==> src/rtl/traffic_phase_arbiter.sv <==
// traffic_phase_arbiter: demand-actuated round-robin four-way signal controller
module traffic_phase_arbiter #(
  parameter int TICK_DIV  = 50_000_000,
  parameter int MIN_GREEN = 5,
  parameter int MAX_GREEN = 15,
  parameter int YELLOW_T  = 1,
  parameter int ALLRED_T  = 1
) (
  input  logic       clk,
  input  logic       rst_n,
  input  logic       ena,
  input  logic [3:0] req,
  output logic [7:0] lights,
  output logic [3:0] grant,
  output logic [3:0] pending,
  output logic [1:0] phase
);
  localparam int PW = $clog2(TICK_DIV + 1);
  localparam int SW = $clog2(MAX_GREEN + 1);
  typedef enum logic [1:0] {ALLRED = 2'b00, GREEN = 2'b01, YELLOW = 2'b10} state_t;
  state_t state, state_n;
  logic [PW-1:0] pre;
  logic [SW-1:0] sec;
  logic [1:0] last, last_n, pick;
  logic [3:0] grant_n, other, order;
  logic [7:0] lights_n;
  logic tick;
  assign tick = ena && pre == PW'(TICK_DIV - 1);
  assign other = pending & ~grant;
  assign order = {pending[0], pending[1], pending[2], pending[3]};
  // round-robin scan: first pending approach after the last one served
  always_comb begin
    pick = last;
    for (int k = 4; k >= 1; k--) if (order[2'(int'(last) + k)]) pick = 2'(int'(last) + k);
  end
  // next state, grant and last-served
  always_comb begin
    state_n = state;
    grant_n = grant;
    last_n = last;
    case (state)
      ALLRED: if (tick && int'(sec) + 1 >= ALLRED_T && |pending) begin
        state_n = GREEN;
        grant_n = 4'b1000 >> pick;
        last_n = pick;
      end
      GREEN: if (tick && |other && (int'(sec) + 1 >= MAX_GREEN ||
                 (int'(sec) + 1 >= MIN_GREEN && !(|(req & grant))))) state_n = YELLOW;
      YELLOW: if (tick && int'(sec) + 1 >= YELLOW_T) begin
        state_n = ALLRED;
        grant_n = '0;
      end
      default: begin
        state_n = ALLRED;
        grant_n = '0;
      end
    endcase
  end
  // light codes follow the next state so they register on the transition edge
  always_comb begin
    lights_n = '0;
    for (int i = 0; i < 4; i++)
      lights_n[2*i +: 2] = !grant_n[i] ? 2'b00 : state_n == GREEN ? 2'b10 : state_n == YELLOW ? 2'b01 : 2'b00;
  end
  // state and registered outputs
  always_ff @(posedge clk or negedge rst_n)
    if (!rst_n) begin
      state <= ALLRED;
      grant <= '0;
      last <= 2'd3;
      lights <= '0;
      phase <= '0;
    end else begin
      state <= state_n;
      grant <= grant_n;
      last <= last_n;
      lights <= lights_n;
      phase <= state_n;
    end
  // prescaler and saturating tick counter, restarted on every state entry
  always_ff @(posedge clk or negedge rst_n)
    if (!rst_n) begin
      pre <= '0;
      sec <= '0;
    end else if (state_n != state) begin
      pre <= '0;
      sec <= '0;
    end else if (ena) begin
      pre <= tick ? '0 : pre + 1'b1;
      if (tick && int'(sec) < MAX_GREEN) sec <= sec + 1'b1;
    end
  // request latch: set by demand unless already green, cleared when served
  always_ff @(posedge clk or negedge rst_n)
    if (!rst_n) pending <= '0;
    else pending <= (pending | (req & ~(state == GREEN ? grant : 4'b0)))
                    & ~((state_n == GREEN && state != GREEN) ? grant_n : 4'b0);
endmodule

==> config.mk <==
export PLATFORM = sky130hd
export DESIGN_NAME = traffic_phase_arbiter
export DESIGN_NICKNAME = d
export VERILOG_FILES = /design/src/rtl/traffic_phase_arbiter.sv
export SDC_FILE = /design/constraint.sdc
export NUM_CORES = 1
export LEC_CHECK = 0
export BUFFER_PORTS_ARGS = -buffer_cell sky130_fd_sc_hd__buf_2
export CAP_MARGIN = 15
export CORE_MARGIN = 10
export CORE_UTILIZATION = 45
export DETAILED_ROUTE_END_ITERATION = 10
export RECOVER_POWER = 50
export SLEW_MARGIN = 20
export SYNTH_ARGS = -nofsm -noshare
export SYNTH_HDL_FRONTEND = slang
export SYNTH_SLANG_ARGS = --single-unit
==> constraint.sdc <==
create_clock -name clk -period 5.3 [get_ports clk]
set_input_delay 0.265 -clock clk [delete_from_list [all_inputs] [get_ports clk]]
set_output_delay 0.265 -clock clk [all_outputs]
set_load 0.03 [all_outputs]
== After elaboration in Yosys (flattened, before gate mapping) ==
Index checks and enable logic that the tools add are counted.

* Shift operators: 1
* Equality and inequality tests: 7
* Order comparisons: 8
* Bitwise logic cells: 8
* Multiplexer cells: 37
* $add $sub $neg: 7
* Reductions and logical operators: 18

{| class="wikitable"
|+ Operators with widths
! cell !! number
|-
| 2-to-1 mux 26 bit || 3
|-
| greater-or-equal comparator 32 x 4 -> 1 bit, second input constant || 1
|-
| greater-or-equal comparator 32 x 5 -> 1 bit, second input constant || 1
|-
| 2-to-1 mux 4 bit || 7
|-
| adder 26 x 1 -> 26 bit, second input constant || 1
|-
| equality test 26 bit, second input constant || 1
|-
| 2-to-1 mux 2 bit || 12
|-
| AND 4 bit || 4
|-
| < comparator 2 x 4 -> 1 bit, second input constant || 4
|-
| NOT 4 bit || 3
|-
| one-hot mux 4 bit (3 select lines) || 1
|-
| OR reduction 4 bit || 3
|-
| 2-to-1 mux 1 bit || 9
|-
| binary-select mux 1 bit (select 2 bit) || 4
|-
| logical AND 1 bit || 8
|-
| one-hot mux 2 bit (3 select lines) || 1
|-
| adder 4 x 1 -> 5 bit, second input constant || 1
|-
| greater-or-equal comparator 5 x 1 -> 1 bit, second input constant || 1
|-
| adder 2 x 1 -> 2 bit, second input constant || 2
|-
| adder 2 bit, second input constant || 2
|-
| adder 4 x 1 -> 4 bit, second input constant || 1
|-
| equality test 2 x 1 -> 1 bit, second input constant || 2
|-
| equality test 2 bit, second input constant || 2
|-
| < comparator 4 bit, second input constant || 1
|-
| other kinds (9) || 11
|}

* Register bits after elaboration: 50
* Output and inout port bits: 18
* Input port bits: 7

== Depth between registers and ports, before layout ==
Gate-level depths: netlist of run 1.

* Depth after elaboration: 14
* Depth in mapped cells: 8
* Depth with buffers taken out: 7

== Least setup slack after synthesis of run 1 ==
No wires, ideal clock.

* Path type: register to register
* Start point: register sec[1]
* End point: register pre[11]
* Stages on the path, launching flop included: 9
* Path slack: 3219 ps
* Library setup time: 80 ps
* Required time: 5220 ps
* Arrival time: 2001 ps
* Period minus slack after synthesis: 2081 ps
* Cells stage by stage: dfrtp_1 -> ha_1 -> buf_4 -> a21bo_1 -> a221o_1 -> a221oi_4 -> nor3b_4 -> buf_6 -> nor3_2

* Longest elaborated chain between the ends: 9
* Elaborated cells on any way between the ends: 16
* Those cells by class: 1 x add/sub; 3 x order compare; 1 x eq/ne; 5 x mux; 6 x reduce/logical

{| class="wikitable"
|+ Ends and longest elaborated chain
! what !! RTL line !! text
|-
| start, declared || 23 || <nowiki>logic [SW-1:0] sec;</nowiki>
|-
| adder 4 x 1 -> 5 bit * || -- ||
|-
| greater-or-equal comparator 32 x 4 -> 1 bit || 48 || <nowiki>(int'(sec) + 1 >= MIN_GREEN && !(|(req & grant))))) state_n = YELLOW;</nowiki>
|-
| logical AND 1 bit || 48 ||
|-
| logical OR 1 bit || 47 || <nowiki>GREEN: if (tick && |other && (int'(sec) + 1 >= MAX_GREEN ||</nowiki>
|-
| logical AND 1 bit || 47 ||
|-
| 2-to-1 mux 2 bit || 47 ||
|-
| one-hot mux 2 bit (3 select lines) * || 41 || <nowiki>case (state)</nowiki>
|-
| != test 2 bit * || 85 || <nowiki>end else if (state_n != state) begin</nowiki>
|-
| 2-to-1 mux 26 bit / nonzero test 2 bit (equally long branches) || -- ||
|-
| end signal, assigned || 89 || <nowiki>pre <= tick ? '0 : pre + 1'b1;</nowiki>
|-
| end, declared || 22 || <nowiki>logic [PW-1:0] pre;</nowiki>
|}

Mark *: on every way between the ends. The rest lies on a longest branch, timed or not.
A chain may end at the register's enable or synchronous reset.

== Final worst setup path of run 1 ==
* Start point: register pre[0]
* End point: register pre[9]

* Longest elaborated chain between the ends: 8
* Elaborated cells on any way between the ends: 16
* Those cells by class: 1 x add/sub; 2 x eq/ne; 7 x mux; 6 x reduce/logical

{| class="wikitable"
|+ Ends and longest elaborated chain
! what
|-
| parallel branches: the longest is 8 deep, another holds adder 26 x 1 -> 26 bit
|}

Parallel ways; which one is timed is not known. The select of a mux whose other input is x is not followed.

==> impl_metrics.ini, run 1 <==
[yosys]
synth_cell_types = 60
synth_area_leaders = dfrtp_1 41%, xor2_1 3.6%, nor3_2 3.4%
seq_area_frac_synth = 0.4248
synth.avg_cell_area_um2 = 9.938
syn_nets = 308
ys_ff_latch = 50
yosysWarnings = 0
synth_top_area_share = 0.4070
syn-instance-count = 297
synth_area_mm2 = 0.002952
synth_edf_count = 0
yosysTopAreaCell = dfrtp_1
async_reset_ff_frac = 1.000
synth-main-ff-cell = dfrtp_1

[detailed_routing]
viasPerCell = 5.866
drtIter0Drc = 48
drt-wirelength-per-cell_um = 17.01
first_pass_iters = 5
ant_nets = 0
vias = 2317
totalWireLength_mm = 6.720
drc = 0

[timing]
fin_skew_ps = 6.814
whs_ps = 355.5
setup_ws_ps = 2718
fin_setup_tns_ps = 0
drv_slew = 51
tightest_slew_ps = 2732
hold_viol_final = 0
period_needed_ps = 2582
fin_crit_sh = 0.4872
fmax_ghz = 0.3873
setup_viol = 0
max_slew_margin = -0.8216
grt_setup_unrepaired = no

[finish]
area_growth_pct = 7.630
fin_util = 0.5003
drive_gt1_frac = 0.1572
layout_common_cells = 48 x dfrtp_1, 25 x nor2_1, 24 x nand2_1
final_common_cell = dfrtp_1
nets = 328
diodes = 0

[critical_path]
r2r-start = pre[0]$_DFFE_PN0P_
r2r_slack_ps = 2720
cp.arrival_ps = 2740
r2r_end = pre[9]$_DFFE_PN0P_
reg2regPathDepth = 6
critPathKind = flip-flop to flip-flop
cp-end-kind = flip-flop
cp.required_ps = 5450
critPathMaxFanout = 15
critPathLaunchType = flip-flop

[placement]
pre_cts_slack_ps = 2739
dp_hpwl_mm = 4.851
routabilityCongestion = 0.8656
port_buffers = 24

[pwr]
vdd_drop_max_mv = 0.1504
power.leakage_nw = 1.338
p_per_area_mw_per_mm2 = 224.9

[clock_tree]
clk_pin_slew_worst_paths_ps = 100
cts_made_buffers = 5
cts_root_buf = clkbuf_8
cts_max_path_buffers = 2
clock_sinks = 50
cts_setup_buffers = 0
clkLatencyLatePin_ps = 310
cts_hold_buf = 0
cts_resized = 0
htree_num_levels = 2
cts_tree = built

[floorplanning]
ios = 25
die_x_um = 101.0
fp.dieH_um = 101.0
die_area_mm2 = 0.01020
start_util = 0.4648
rows = 29
core_mm2 = 0.006350

[run_status]
violations = max-capacitance violations, max-slew violations
status = finished, violations left

[grt]
grt_pass1_vias = 2345
antenna_found_initial = 0
grt_pass1_wl_mm = 11.52
grt_max_degree = 51
overflow = 0
grt_usage = 0.1367

[hold_path]
holdPathStages = 3
hold_class = primary input to flip-flop
hold_end = pre[3]$_DFFE_PN0P_
holdCritStartpoint = ena

[run]
max_cap_viol_count = 1
worst max path at each step:
stage	from	end	slack [ps]	depth (start not counted)
3_3_place_gp	pre[0]$_DFFE_PN0P_	pre[1]$_DFFE_PN0P_	2800	6
3_5_place_dp	pre[0]$_DFFE_PN0P_	pre[0]$_DFFE_PN0P_	2740	6
4_1_cts	pre[0]$_DFFE_PN0P_	pre[9]$_DFFE_PN0P_	2720	6
2_1_floorplan	sec[1]$_DFFE_PN0P_	pre[11]$_DFFE_PN0P_	3220	8
5_1_grt	rst_n	pre[21]$_DFFE_PN0P_	2370	2
6_report	pre[0]$_DFFE_PN0P_	pre[9]$_DFFE_PN0P_	2720	6
Yosys cell counts (all sizes together) (3+ instances only):
library cell,n
a211oi,5
a21boi,5
a21oi,11
a221oi,3
a22oi,5
and4,5
buf,10
dfrtp,48
ha,4
inv,9
mux2i,7
nand2,25
nand2b,3
nand3,16
nand3b,3
nand4,15
nor2,25
nor2b,7
nor3,14
nor4,6
nor4b,6
o21a,4
o21ai,10
xnor2,6
xor2,12
registers in the layout, summed over array words and instances (netlist names):
signal and cells:
pending 4, grant 4, last 2, state 2
lights 8, sec 4, pre 26
logic make-up after synthesis:
family,synth area share
muxes,0.03137
and+or+nand+nor,0.3048
DFF,0.4248
xor gates and xnor gates,0.05341
buffers and inverters,0.03646
adders and majority gates,0.01696
AOI/OAI and AO/OA,0.1323
area by class of cell:
cell class                      count  area (um^2)
Clock buffer                        5        68.82
Clock inverter                      3        21.27
Fill cell                         615         3173
Inverter                            9        33.78
Multi-Input combinational cell    226         1590
Sequential cell                    50         1254
Tap cell                           77        96.34
Timing Repair Buffer               25        112.6
critical path, cell delays in order, from the launching register on:
cell and delay (ps):
dfrtp_1 440, ha_1 270, and4bb_1 260, and4_1 470
nand3b_2 160, nor3b_4 730, a211oi_1 100
metal layers:
metal | up-vias | GRT usage | part of all wire | routed length, um
met4 | 0 | 0.03430 | 0.0046 | 31
met2 | 50 | 0.2221 | 0.47 | 3141
met1 | 1129 | 0.1768 | 0.47 | 3168
met5 | - | 0 | 0 | 0
met3 | 2 | 0.03429 | 0.056 | 378
li1 | 1136 | - | - | -
report_power, final:
| part | internal (W) | total, W | switching, W |
|---|---|---|---|
| registers | 0.000401 | 0.000426 | 0.0000253 |
| clock network | 0.0000931 | 0.000229 | 0.000136 |
| logic | 0.0000249 | 0.0000593 | 0.0000344 |
| total | 0.000519 | 0.000714 | 0.000196 |
metrics by stage:
step	instances	area, um^2	total power [W]
after floorplan	297	2952	0.0004676
after detailed placement	387	3102	0.0004927
after CTS	395	3192	0.0007227
after global placement	387	3102	0.0004920
final	395	3177	0.0007145
after global routing	395	3177	0.0007490
(Power assumes the default switching activity.)
==> run 2: changes to the inputs <==
PLACE_DENSITY = 0.65   (was not set)
clock period = 2.2 ns   (was 5.3 ns; I/O delays follow)
==> run 2 against run 1 <==
Compared with the run above:
- the flow now finishes without violations
- fmax grew 20%
- register-to-register slack worse by 2700 ps
- design area up 16%
- via count grew 8.5%
- combinational power rose to 3.2 times the previous value
- wire length rose by 10%
- critical path depth up 1
- critical path type unchanged
- utilization is 7.9 points higher
- first-iteration DRC count grew to 2.8 times the previous value
- clock skew rose by 1.7 ps
- worst setup slack got worse by 2700 ps
==> impl_metrics.ini, run 2 (synthesis gave the netlist of run 1 again) <==
[pwr]
p_sw_frac = 0.2366
p_switching_w = 0.0004684
internal_power_w = 0.001511
share_comb_of_total_power = 0.094
p_clk_frac = 0.391
vdd_drop_max_mv = 0.3726
p_seq_frac = 0.515
p_per_area_mw_per_mm2 = 537.9
power.leakage_nw = 1.628

[floorplanning]
die_x_um = 101.0
core_mm2 = 0.006350
ios = 25
rows = 29
fp.dieH_um = 101.0
start_util = 0.4648
die_area_mm2 = 0.01020

[hold_path]
hold_class = primary input to flip-flop

[finish]
drive_gt1_frac = 0.2959
finalInstanceArea_mm2 = 0.003681
multiInputGateArea_mm2 = 0.001640
nets = 375
diodes = 0
largestRegisters = pre (26), lights (8)
seq_area_mm2 = 0.001254
layout_common_cells = 48 x dfrtp_1, 42 x buf_4, 25 x nor2_1
largest_register_ff_count = 26
final_common_cell = dfrtp_1
regMostFlops = pre
fillCellCount = 565
area_growth_pct = 24.71

[detailed_routing]
drt-wirelength-per-cell_um = 16.74
totalWireLength_mm = 7.399
vias = 2515
drtIter0Drc = 134
drc = 0
viasPerCell = 5.690
ant_nets = 0
first_pass_iters = 4

[clock_tree]
cts_root_buf = clkbuf_8
cts_max_path_buffers = 2
htree_num_levels = 2
clkLatencyLatePin_ps = 310
cts_made_buffers = 5
clock_sinks = 50
clk_pin_slew_worst_paths_ps = 100
cts_tree = built

[timing]
fin_crit_sh = 0.9795
max_slew_margin = 0.03470
grt_setup_unrepaired = yes
fin_skew_ps = 8.558
whs_ps = 208.4
period_needed_ps = 2155
drv_slew = 0
fmax_ghz = 0.4640
tightest_slew_ps = 1448
hold_viol_final = 0
setup_viol = 0

[critical_path]
critPathKind = flip-flop to flip-flop
cp-end-kind = flip-flop
cp.arrival_ps = 2390
r2r_slack_ps = 40
cp.required_ps = 2430
critPathMaxFanout = 10
critPathLaunchType = flip-flop

[run_status]
status = completed

[placement]
dp_hpwl_mm = 5.454
post_dp_cell_area_mm2 = 0.003435
routabilityCongestion = 0.8721
port_buffers = 24

[grt]
grt_pass1_vias = 2553
overflow = 0
grt_pass1_wl_mm = 12.51
antenna_found_initial = 0
grt_usage = 0.1488
grt_max_degree = 28

[run]
max_cap_viol_count = 0
run 2: final timing paths:
kind / from / endpoint / cells after the start
min in group asynchronous: rst_n / lights[3]$_DFF_PN0_ / 2
setup / recovery: pre[0]$_DFFE_PN0P_ / pre[12]$_DFFE_PN0P_ / 7
setup reg to reg: pre[0]$_DFFE_PN0P_ / pre[12]$_DFFE_PN0P_ / 7
hold / removal: req[3] / pending[3]$_DFF_PN0_ / 3
max in group asynchronous: rst_n / last[1]$_DFFE_PN1P_ / 3
hold reg to reg: pre[25]$_DFFE_PN0P_ / pre[25]$_DFFE_PN0P_ / 2
run 2: per-layer routing:
layer  GRT usage  share of wire  vias up  routed length (um)
met4     0.03751          0.012        0                  90
met5           0              0        -                   0
li1            -              -     1243                   -
met3     0.03429          0.055       11                 405
met2      0.2516           0.49       55                3592
met1      0.1860           0.45     1206                3311
run 2: cell type report:
class	count	area share
inverters	9	0.009177
repair buffers	72	0.1411
well taps	77	0.02617
multi-input cells	226	0.4456
clock buffers	5	0.01869
clock inverters	3	0.01869
flip-flops and latches	50	0.3406
run 2: what timing repair did:
action,4_1_cts,5_1_grt
hold buffers,1,0
endpoints found under the setup margin,29,25
cloned,0,0
pin swaps,1,2
hold endpoints to repair,23,0
setup buffers,5,0
resized for setup,4,9
run 2: worst max-delay path, cell delays in order (launching register included):
cell and delay (ps):
dfrtp_1 410, ha_2 210, and4bb_1 210, and4_1 240, buf_6 150, and2_1 140
or4_1 500, a211oi_2 220
run 2: per-stage QoR:
stage | setup slack, ps | util | instances | setup TNS [ps] | total power (W)
2_1_floorplan | 119.1 | - | 297 | 0 | 0.001126
3_3_place_gp | -19.89 | 0.5409 | 428 | -148.0 | 0.001197
3_5_place_dp | -124.3 | 0.5409 | 428 | -1732 | 0.001202
4_1_cts | 20.84 | 0.5734 | 442 | 0 | 0.002001
5_1_grt | -23.30 | 0.5797 | 442 | -102.6 | 0.002084
6_report | 45.00 | 0.5797 | 442 | 0 | 0.001980
run 2: power groups by stage:
stage                     logic [W]  clock network [W]  registers (W)
after global placement     0.000159                  0        0.00104
after global routing       0.000215           0.000836        0.00103
after floorplan           0.0000995                  0        0.00103
after detailed placement   0.000162                  0        0.00104
after CTS                  0.000186           0.000796        0.00102
final                      0.000187           0.000773        0.00102
